<file path="config.mk">
export PLATFORM = sky130hd
export DESIGN_NAME = mesm6_alu_mc_flat
export DESIGN_NICKNAME = d
export VERILOG_FILES = /design/src/rtl/mesm6_alu_mc_if.sv /design/src/rtl/mesm6_alu_mc.sv /design/src/flat_wrapper.sv
export SDC_FILE = /design/constraint.sdc
export NUM_CORES = 1
export LEC_CHECK = 0
export CORE_UTILIZATION = 40
export CTS_CLUSTER_DIAMETER = 200
export DETAILED_ROUTE_END_ITERATION = 8
export PLACE_DENSITY_LB_ADDON = 0.05
export SLEW_MARGIN = 25
export SYNTH_ARGS = -nofsm -noshare
export SYNTH_HDL_FRONTEND = slang
export SYNTH_SLANG_ARGS = --single-unit
</file>
<file path="constraint.sdc">
create_clock -name clk -period 10.7 [get_ports clk]
set_clock_uncertainty 0.2 [all_clocks]
set_input_delay 1.605 -clock clk [delete_from_list [all_inputs] [get_ports clk]]
set_output_delay 1.605 -clock clk [all_outputs]
set_load 0.005 [all_outputs]
</file>
<file path="src/rtl/mesm6_alu_mc_if.sv">
// mesm6_alu_mc_if -- request/result bundle between the mesm6 microsequencer
// and the multicycle ALU.
//
// Signals:
//   start    request strobe, sampled by the ALU only while idle
//   alu_op   operation code, captured with start
//   alu_a    operand A, captured with start
//   alu_b    operand B / offset / shift descriptor, captured with start
//   alu_r    result word (registered)
//   alu_y    low/extension word (registered)
//   busy     operation in flight
//   done     one-cycle completion pulse; alu_r/alu_y valid from this cycle
//   illegal  pulses with done for an unsupported opcode
//
// Modports: master = microsequencer side, slave = ALU side.
interface mesm6_alu_mc_if #(
    parameter int WIDTH = 48,
    parameter int OP_W  = 4
);
    logic             start;
    logic [OP_W-1:0]  alu_op;
    logic [WIDTH-1:0] alu_a;
    logic [WIDTH-1:0] alu_b;
    logic [WIDTH-1:0] alu_r;
    logic [WIDTH-1:0] alu_y;
    logic             busy;
    logic             done;
    logic             illegal;

    modport master (
        output start, alu_op, alu_a, alu_b,
        input  alu_r, alu_y, busy, done, illegal
    );

    modport slave (
        input  start, alu_op, alu_a, alu_b,
        output alu_r, alu_y, busy, done, illegal
    );
endinterface

</file>
<file path="src/rtl/mesm6_alu_mc.sv">
// mesm6_alu_mc -- multicycle ALU for the mesm6 execute path.
//
// One operation per start/done handshake. Logic, add/sub and offset ops
// finish with done two cycles after the accepting edge; SHIFT takes one
// extra cycle per bit (count clamped to WIDTH), MUL one cycle per bit of B.
//
// Ports:
//   clk    single clock, rising edge
//   reset  synchronous, active-high; aborts any operation in flight
//   bus    mesm6_alu_mc_if.slave (start/alu_op/alu_a/alu_b in,
//          alu_r/alu_y/busy/done/illegal out)
//
// Build option: define MESM6_ALU_MUL_EN to include the shift-add multiplier.
// Without it, opcode 10 completes as an illegal opcode.
module mesm6_alu_mc #(
    parameter int WIDTH = 48,
    parameter int OP_W  = 4
) (
    input logic           clk,
    input logic           reset,
    mesm6_alu_mc_if.slave bus
);
    localparam int CNT_W = $clog2(WIDTH + 1);

    typedef enum logic [1:0] {S_IDLE, S_EXEC, S_ITER, S_DONE} state_t;

    typedef enum logic [OP_W-1:0] {
        OP_NOP    = 0,
        OP_NOP_B  = 1,
        OP_AND    = 2,
        OP_OR     = 3,
        OP_NOT    = 4,
        OP_XOR    = 5,
        OP_ADD    = 6,
        OP_SUB    = 7,
        OP_PLUS_O = 8,
        OP_SHIFT  = 9,
        OP_MUL    = 10
    } op_t;

    state_t             state_q, state_d;
    logic [OP_W-1:0]    op_q, op_d;
    logic [WIDTH-1:0]   a_q, a_d, b_q, b_d;
    logic [WIDTH-1:0]   r_q, r_d, y_q, y_d;
    logic [2*WIDTH-1:0] w_q, w_d;
    logic [CNT_W-1:0]   cnt_q, cnt_d;
    logic               ill_q, ill_d;

    logic [CNT_W-1:0]   shamt;
    logic               shr;
    logic [WIDTH-1:0]   offset;
    logic [WIDTH:0]     arith;
    logic [2*WIDTH-1:0] step_w;
`ifdef MESM6_ALU_MUL_EN
    logic [WIDTH:0]     mul_sum;
`endif

    // Working register w_q: shifts keep {hi,lo} of the 2*WIDTH shifter,
    // MUL keeps {partial product, remaining multiplier bits}.
    always_comb begin
        shamt  = (b_q[CNT_W-1:0] > CNT_W'(WIDTH)) ? CNT_W'(WIDTH) : b_q[CNT_W-1:0];
        shr    = b_q[CNT_W];
        offset = WIDTH'({~b_q[4], b_q[3:0], 2'b00});
`ifdef MESM6_ALU_MUL_EN
        mul_sum = {1'b0, w_q[2*WIDTH-1:WIDTH]} + (w_q[0] ? {1'b0, a_q} : '0);
        if (op_q == OP_MUL)
            step_w = {mul_sum, w_q[WIDTH-1:1]};
        else
`endif
        step_w = shr ? (w_q >> 1) : (w_q << 1);
    end

    always_comb begin
        state_d = state_q;
        op_d    = op_q;
        a_d     = a_q;
        b_d     = b_q;
        r_d     = r_q;
        y_d     = y_q;
        w_d     = w_q;
        cnt_d   = cnt_q;
        ill_d   = ill_q;
        arith   = '0;

        case (state_q)
            S_IDLE: begin
                if (bus.start) begin
                    op_d    = bus.alu_op;
                    a_d     = bus.alu_a;
                    b_d     = bus.alu_b;
                    state_d = S_EXEC;
                end
            end
            S_EXEC: begin
                state_d = S_DONE;
                ill_d   = 1'b0;
                case (op_q)
                    OP_NOP:   begin r_d = a_q;          y_d = '0; end
                    OP_NOP_B: begin r_d = b_q;          y_d = '0; end
                    OP_AND:   begin r_d = a_q & b_q;    y_d = '0; end
                    OP_OR:    begin r_d = a_q | b_q;    y_d = '0; end
                    OP_NOT:   begin r_d = ~a_q;         y_d = '0; end
                    OP_XOR:   begin r_d = a_q ^ b_q;    y_d = '0; end
                    OP_PLUS_O: begin r_d = a_q + offset; y_d = '0; end
                    OP_ADD: begin
                        arith = {1'b0, a_q} + {1'b0, b_q};
                        r_d   = arith[WIDTH-1:0];
                        y_d   = WIDTH'(arith[WIDTH]);
                    end
                    OP_SUB: begin
                        // Top bit of the widened difference is the borrow.
                        arith = {1'b0, a_q} - {1'b0, b_q};
                        r_d   = arith[WIDTH-1:0];
                        y_d   = WIDTH'(arith[WIDTH]);
                    end
                    OP_SHIFT: begin
                        if (shamt == '0) begin
                            r_d = a_q;
                            y_d = '0;
                        end else begin
                            w_d     = shr ? {a_q, {WIDTH{1'b0}}} : {{WIDTH{1'b0}}, a_q};
                            cnt_d   = shamt;
                            state_d = S_ITER;
                        end
                    end
`ifdef MESM6_ALU_MUL_EN
                    OP_MUL: begin
                        w_d     = {{WIDTH{1'b0}}, b_q};
                        cnt_d   = CNT_W'(WIDTH);
                        state_d = S_ITER;
                    end
`endif
                    default: begin
                        r_d   = '0;
                        y_d   = '0;
                        ill_d = 1'b1;
                    end
                endcase
            end
            S_ITER: begin
                w_d   = step_w;
                cnt_d = cnt_q - 1'b1;
                // Results are published only on the last step so alu_r/alu_y
                // keep the previous operation's values until done.
                if (cnt_q == CNT_W'(1)) begin
                    state_d = S_DONE;
                    if (op_q == OP_SHIFT && !shr) begin
                        r_d = step_w[WIDTH-1:0];
                        y_d = step_w[2*WIDTH-1:WIDTH];
                    end else begin
                        r_d = step_w[2*WIDTH-1:WIDTH];
                        y_d = step_w[WIDTH-1:0];
                    end
                end
            end
            S_DONE:  state_d = S_IDLE;
            default: state_d = S_IDLE;
        endcase
    end

    always_ff @(posedge clk) begin
        if (reset) begin
            state_q <= S_IDLE;
            op_q    <= '0;
            a_q     <= '0;
            b_q     <= '0;
            r_q     <= '0;
            y_q     <= '0;
            w_q     <= '0;
            cnt_q   <= '0;
            ill_q   <= 1'b0;
        end else begin
            state_q <= state_d;
            op_q    <= op_d;
            a_q     <= a_d;
            b_q     <= b_d;
            r_q     <= r_d;
            y_q     <= y_d;
            w_q     <= w_d;
            cnt_q   <= cnt_d;
            ill_q   <= ill_d;
        end
    end

    assign bus.alu_r   = r_q;
    assign bus.alu_y   = y_q;
    assign bus.busy    = (state_q == S_EXEC) || (state_q == S_ITER);
    assign bus.done    = (state_q == S_DONE);
    assign bus.illegal = (state_q == S_DONE) && ill_q;
endmodule

</file>
<file path="src/flat_wrapper.sv">
// flat-port wrapper written by rule: the top's interface ports become plain ports
module mesm6_alu_mc_flat 
#(
    parameter int WIDTH = 48,
    parameter int OP_W  = 4
)
  (clk, reset, bus_start, bus_alu_op, bus_alu_a, bus_alu_b, bus_alu_r, bus_alu_y, bus_busy, bus_done, bus_illegal);
  mesm6_alu_mc_if #(.WIDTH(WIDTH), .OP_W(OP_W)) bus_i ();
  input logic clk;
  input logic reset;
  input wire logic [$bits(bus_i.start)-1:0] bus_start;
  input wire logic [$bits(bus_i.alu_op)-1:0] bus_alu_op;
  input wire logic [$bits(bus_i.alu_a)-1:0] bus_alu_a;
  input wire logic [$bits(bus_i.alu_b)-1:0] bus_alu_b;
  output wire logic [$bits(bus_i.alu_r)-1:0] bus_alu_r;
  output wire logic [$bits(bus_i.alu_y)-1:0] bus_alu_y;
  output wire logic [$bits(bus_i.busy)-1:0] bus_busy;
  output wire logic [$bits(bus_i.done)-1:0] bus_done;
  output wire logic [$bits(bus_i.illegal)-1:0] bus_illegal;
  assign bus_i.start = bus_start;
  assign bus_i.alu_op = bus_alu_op;
  assign bus_i.alu_a = bus_alu_a;
  assign bus_i.alu_b = bus_alu_b;
  assign bus_alu_r = bus_i.alu_r;
  assign bus_alu_y = bus_i.alu_y;
  assign bus_busy = bus_i.busy;
  assign bus_done = bus_i.done;
  assign bus_illegal = bus_i.illegal;
  mesm6_alu_mc #(.WIDTH(WIDTH), .OP_W(OP_W)) u_core (.clk(clk), .reset(reset), .bus(bus_i));
endmodule
</file>
Yosys cells after proc, flatten, opt, wreduce, memory -nomap -nowiden
Cells that the tools add are included.

cells by class
  reduce and logical (&&, ||, !) cells = 13
  bitwise operators = 5
  mux-type cells = 25
  eq/ne operators = 18
  add/subtract/negate cells = 4
  $lt $le $gt $ge = 1

operators by type and width
  kind                number
  $pmux 48 s10        1
  $mux 96             4
  $mux 48             6
  $pmux 48 s2         2
  $pmux 96 s2         1
  $pmux 48 s3         1
  $add 48x48->49      1
  $sub 48x48->49      1
  $add 48x7->48       1
  $and 48x48->48      1
  $not 48->48         1
  $or 48x48->48       1
  $xor 48x48->48      1
  $mux 6              3
  $eq 4x3->1 const B  4
  $pmux 6 s2          1
  $reduce_or 10->1    1
  $eq 4x2->1 const B  2
  $eq 4x4->1 const B  2
  $pmux 2 s4          1
  $eq 6x1->1 const B  1
  $gt 6x6->1 const B  1
  $logic_not 6->1     1
  $mux 2              3
  other kinds (17)    24

word-level totals
  input bits = 103
  logic and storage cells = 75
  register bits after elaboration = 301

Logic depth before layout (Yosys ltp)
  depth after elaboration = 6
  mapped depth = 17
  depth with buffers taken out = 13

Least setup slack after synthesis
Ideal clock, no wire load.

  kind = reg-to-reg
  start point = register u_core.b_q[6]
  end point = register u_core.y_q[0], in the netlist u_core.bus.alu_y[0]
  buffers on the path = 5
  cell stages (with the launch flop) = 18
  arrival = 3.699 ns
  clock period less this slack = 4.014 ns
  required time = 10.385 ns
  path slack = 6.686 ns
  cell sequence = dfxtp_1 > clkbuf_1 > inv_1 > clkbuf_1 > buf_1 > buf_1 > ha_1 > clkbuf_1 > inv_1 > a21oi_1 > o31a_2 > o2111ai_2 > and4_1 > o211ai_2 > a211oi_2 > o211ai_2 > o31a_1 > o21a_1

on the way
  longest elaborated chain between the ends = 5
  elaborated cells on any way between the ends = 9
  those cells by class = add/sub: 2; mux: 5; reduce/logical: 2

RTL lines
  what                                                                    RTL line             source
  from (decl)                                                             mesm6_alu_mc.sv:43   logic [WIDTH-1:0] a_q, a_d, b_q, b_d;
  from (signal assigned)                                                  mesm6_alu_mc.sv:166  b_q <= '0;
  from (signal assigned)                                                  mesm6_alu_mc.sv:176  b_q <= b_d;
  parallel branches: the longest is 4 deep, another holds $sub 48x48->49  --
  $pmux 48 s2 (*)                                                         mesm6_alu_mc.sv:85   case (state_q)
  to (signal assigned)                                                    mesm6_alu_mc.sv:178  y_q <= y_d;
  to (decl)                                                               mesm6_alu_mc.sv:44   logic [WIDTH-1:0] r_q, r_d, y_q, y_d;

Mark *: on every way between the ends. The select of a mux whose other input is x is not followed.
A chain may end at the register's enable or synchronous reset.

Worst setup path after layout
  start point = register u_core.state_q[0]
  end point = register u_core.r_q[45], in the netlist u_core.bus.alu_r[45]

on the way
  longest elaborated chain between the ends = 3
  elaborated cells on any way between the ends = 7
  those cells by class = eq/ne: 4; mux: 1; reduce/logical: 2

RTL lines
  what                                                       RTL line             source
  from (decl)                                                mesm6_alu_mc.sv:41   state_t state_q, state_d;
  from (signal assigned)                                     mesm6_alu_mc.sv:173  state_q <= state_d;
  $eq 2x1->1 / $eq 2x2->1 (equally long branches)            mesm6_alu_mc.sv:85
  $ne 3x2->1 (no source line), or another cell as far along  --
  $reduce_and 3->1 (no source line)                          --
  to (signal assigned)                                       mesm6_alu_mc.sv:177  r_q <= r_d;
  to (decl)                                                  mesm6_alu_mc.sv:44

Parallel ways exist; a longest one is shown, timed or not.

==> metrics.md <==
| Metric | Value |
|---|---|
| First-pass GRT wire length | `roughly 170000 um` |
| Data required, critical path | `10.91 ns` |
| Leakage | `9.89 nW` |
| GRT Overall Usage | `0.349` |
| WL final | `112000 um` |
| F_max | `0.211 GHz` |
| Initial antenna violation count | `4` |
| Worst r2r path cells | `13` |
| Setup TNS | `0 ns` |
| RSZ-0062 raised after global routing | `no` |
| Gpl congestion | `0.980` |
| Via-per-instance ratio | `6.47` |
| Max-slew violations | `0` |
| Rel. slew slack | `0.274` |
| Critical Path AT | `4.96 ns` |
| Startpoint types | `flip-flop` |
| Pin count of the biggest net entering global routing | `184` |
| Failing checks | `design-rule violations` |
| Core ar. | `60200 um^2` |
| Most frequent cell after synthesis | `nand2_1` |
| Complex-gate fraction of the synthesized area | `0.325` |
| Worst-Margin Slew | `~1.1 ns` |
| Async S/R FF share, synth | `0` |
| Vias in the first global route | `25600` |
| Reg2reg end | `u_core.bus.alu_r[45]` |
| Mapped Cells | `3459` |
| Crit share post-route | `0.444` |
| Number of CTS-inserted buffers | `39` |
| Initial Util | `0.404` |
| Yosys top cell by area | `dfxtp_1` |
| Fill cell count | `6166` |
| Reg-to-Reg Start | `u_core.state_q[0]` |
| Peak supply drop | `168 uV` |
| Sequential element share of the synthesized area | `0.247` |
| CTS Buffer Depth | `3` |
| Core Rows | `90` |
| Worst hold start | `u_core.bus.alu_r[0]` |
| Final critical-path required period | `4.75 ns` |
| Cell area after synthesis | `24300 um^2` |
| Final setup vio count | `0` |
| Setup CP Type | `reg2reg` |
| Half-perimeter wire length after placement | `around 80000 um` |
| CTS HTree Levels | `2` |
| Class of the worst hold path | `reg2reg` |
| Global route overflow | `0` |
| Outcome | `finished, violations left` |
| Synth warn | `0` |
| Simple-Gate Fraction of Synth Area | `0.219` |
| Post-synth EDFFs | `0` |
| DRC | `2` |
| 1st-iter DRT viols | `3148` |
| Unique masters post-synth | `97` |
| Hold buffers post-CTS | `0` |
| Min-Delay Endpoint | `u_core.bus.alu_r[0]` |
| Min-Delay Path Depth | `2` |
| Pre-antenna DRT Iters | `9` |
| Fin. Hold Viols | `0` |
| CP max FO | `61` |
| Die area | `61900 um^2` |
| Storage element area | `6030 um^2` |
| Top-area cell type share of the netlist area | `0.247` |
| Clk_lat worst skew | `0.59 ns` |
| Port Buffers | `201` |
| Num Clock Sinks | `between 300 and 400` |
| Pwr Density | `roughly 240 nW/um^2` |
| Syn Nets | `about 3700` |
| Yosys reg bits | `301` |
| Clk pin slew, worst setup/hold paths | `0.06 ns` |
| Syn Area/Cell | `between 7 and 8 um^2` |
| Synthesis-to-finish area growth | `14.5%` |
| Crit. End Element | `flip-flop` |
| Non-Filler Instances | `between 4000 and 5000` |
| CTS resizes | `0` |
| Setup slack, reg-to-reg | `5.95 ns` |
| Multiplexer area fraction after synthesis | `0.0378` |
| Antenna-violating nets left | `0` |
| Post-CTS Setup Repair Bufs | `0` |
| TritonCTS clock tree | `yes` |
| DR WL/cell | `~26 um` |
| Die width | `about 250 um` |
| Vias | `27600` |
| Max-Cap Viols | `0` |
| Share of cells above drive strength 1 | `0.0454` |
| Cells taking the most area after synthesis | `dfxtp_1 25%, ha_1 8.8%, nand2_1 7.9%` |
| Io pins | `between 200 and 250` |
| Area of the multi-input gates | `roughly 17000 um^2` |
| Adder-Cell Fraction of Synth Area | `0.0909` |
| Top cells by count, synth | `511 x nand2_1, 331 x nor2_1, 310 x o21ai_0, 301 x dfxtp_1, 292 x a21oi_1` |
| Die height | `249 um` |
| Post-synth top flop | `dfxtp_1` |
| Main combinational cell family by area after synthesis | `compound AO/OA/AOI/OAI gates` |
| XOR/XNOR Fraction of Synth Area | `0.00935` |
| Clk Tree Root Cell | `clkbuf_16` |
| Placed Cells incl. Taps | `approximately 4200` |
| # nets final | `between 3000 and 4000` |
[power breakdown]
part           switching (mW)  total, mW  internal (mW)
Combinational            2.46       3.65           1.19
Sequential              0.400       1.77           1.37
Clock                   0.557       1.28          0.723
Total                    3.42       6.70           3.28
[layout make-up]
cell class                 count  area share
timing repair buffer         244      0.0851
multi-input combinational   2713       0.600
clock buffer                  56      0.0387
antenna                        2    0.000180
tap                          782      0.0351
sequential                   301       0.216
clock inverter                 9     0.00341
inverter                     158      0.0213
[worst max-delay path, stage by stage (launching register included)]
cell and delay [ns]:
dfxtp_1 0.37, inv_1 0.14, ha_4 0.36, inv_1 0.60
a41o_1 0.21, nand2_1 0.11, a21oi_4 0.49, buf_4 0.68
nor2_1 0.08, buf_4 0.29, a22oi_1 0.25, o2111ai_1 0.19
a2111oi_0 0.47, a221oi_1 0.09
[flip-flops by register name, indices dropped and copies added, names as in the netlist]
signal,flops
u_core.b_q,48
u_core.op_q,4
u_core.bus.alu_r,48
u_core.cnt_q,6
u_core.bus.alu_y,48
u_core.w_q,96
u_core.ill_q,1
u_core.state_q,2
u_core.a_q,48
[metal layers]
metal  vias to the layer above  global-route usage  routed length [um]
li1                      12600                   -                   -
met1                     13300               0.489               50100
met2                      1445               0.507               46800
met3                       238              0.0793               10700
met4                         2               0.148                4800
met5                         -                   0                  13
[how the worst max path moves through the flow]
| stage | slack, ns | from | cells after the start | end |
|---|---|---|---|---|
| 5_1_grt | 5.77 | u_core.state_q[0] | 13 | u_core.bus.alu_r[37] |
| 4_1_cts | 6.15 | u_core.state_q[0] | 13 | u_core.bus.alu_r[37] |
| 3_5_place_dp | 6.15 | u_core.state_q[0] | 13 | u_core.bus.alu_r[37] |
| 3_3_place_gp | 6.21 | u_core.op_q[1] | 11 | u_core.bus.alu_r[37] |
| 2_1_floorplan | 6.69 | u_core.b_q[6] | 17 | u_core.bus.alu_y[0] |
| 6_report | 5.95 | u_core.state_q[0] | 13 | u_core.bus.alu_r[45] |
[metrics by stage]
stage	area, um^2	hold slack [ns]	total power, mW	setup WS [ns]	util
3_3_place_gp	26600	0.251	5.28	6.21	0.442
4_1_cts	27800	0.262	6.60	6.15	0.462
2_1_floorplan	24300	0.245	3.96	6.69	-
6_report	27900	0.263	6.70	5.95	0.463
5_1_grt	27900	0.282	7.06	5.77	0.462
3_5_place_dp	26700	0.254	5.32	6.15	0.443
[placed cells by master (no fill, tap or decap), types with 11 or more instances in the layout]
cell type / count
mux2i_1: 92
nand2b_1: 13
nand3_1: 57
dfxtp_1: 300
a221oi_1: 132
and2_1: 12
clkdlybuf4s50_1: 200
a31oi_1: 43
nor3_1: 149
o31ai_1: 26
xnor2_1: 25
o21ai_0: 308
nor4_1: 24
o211ai_1: 38
a211oi_1: 48
clkbuf_16: 39
inv_1: 154
o221ai_1: 19
nand4_1: 26
nor2b_1: 13
nand2_1: 509
a21oi_1: 290
o2111ai_1: 16
a21o_1: 23
clkbuf_1: 13
o21bai_1: 24
nor2_1: 326
o21a_1: 20
buf_4: 41
and3_1: 14
o21ai_1: 14
a221o_1: 15
ha_1: 171
a22oi_1: 78
a211o_1: 11
[logic make-up (layout without fill, tap and decap cells)]
logic type,count (synthesis),count (layout)
flip-flops,301,301
AO/OA/AOI/OAI,1206,1206
AND/OR/NAND/NOR,1214,1214
XOR/XNOR,26,26
buffers and inverters,445,467
multiplexers,92,92
other,0,2
adder cells (fa/ha/maj),175,175
Note: power is estimated with default switching activity, not from simulation.
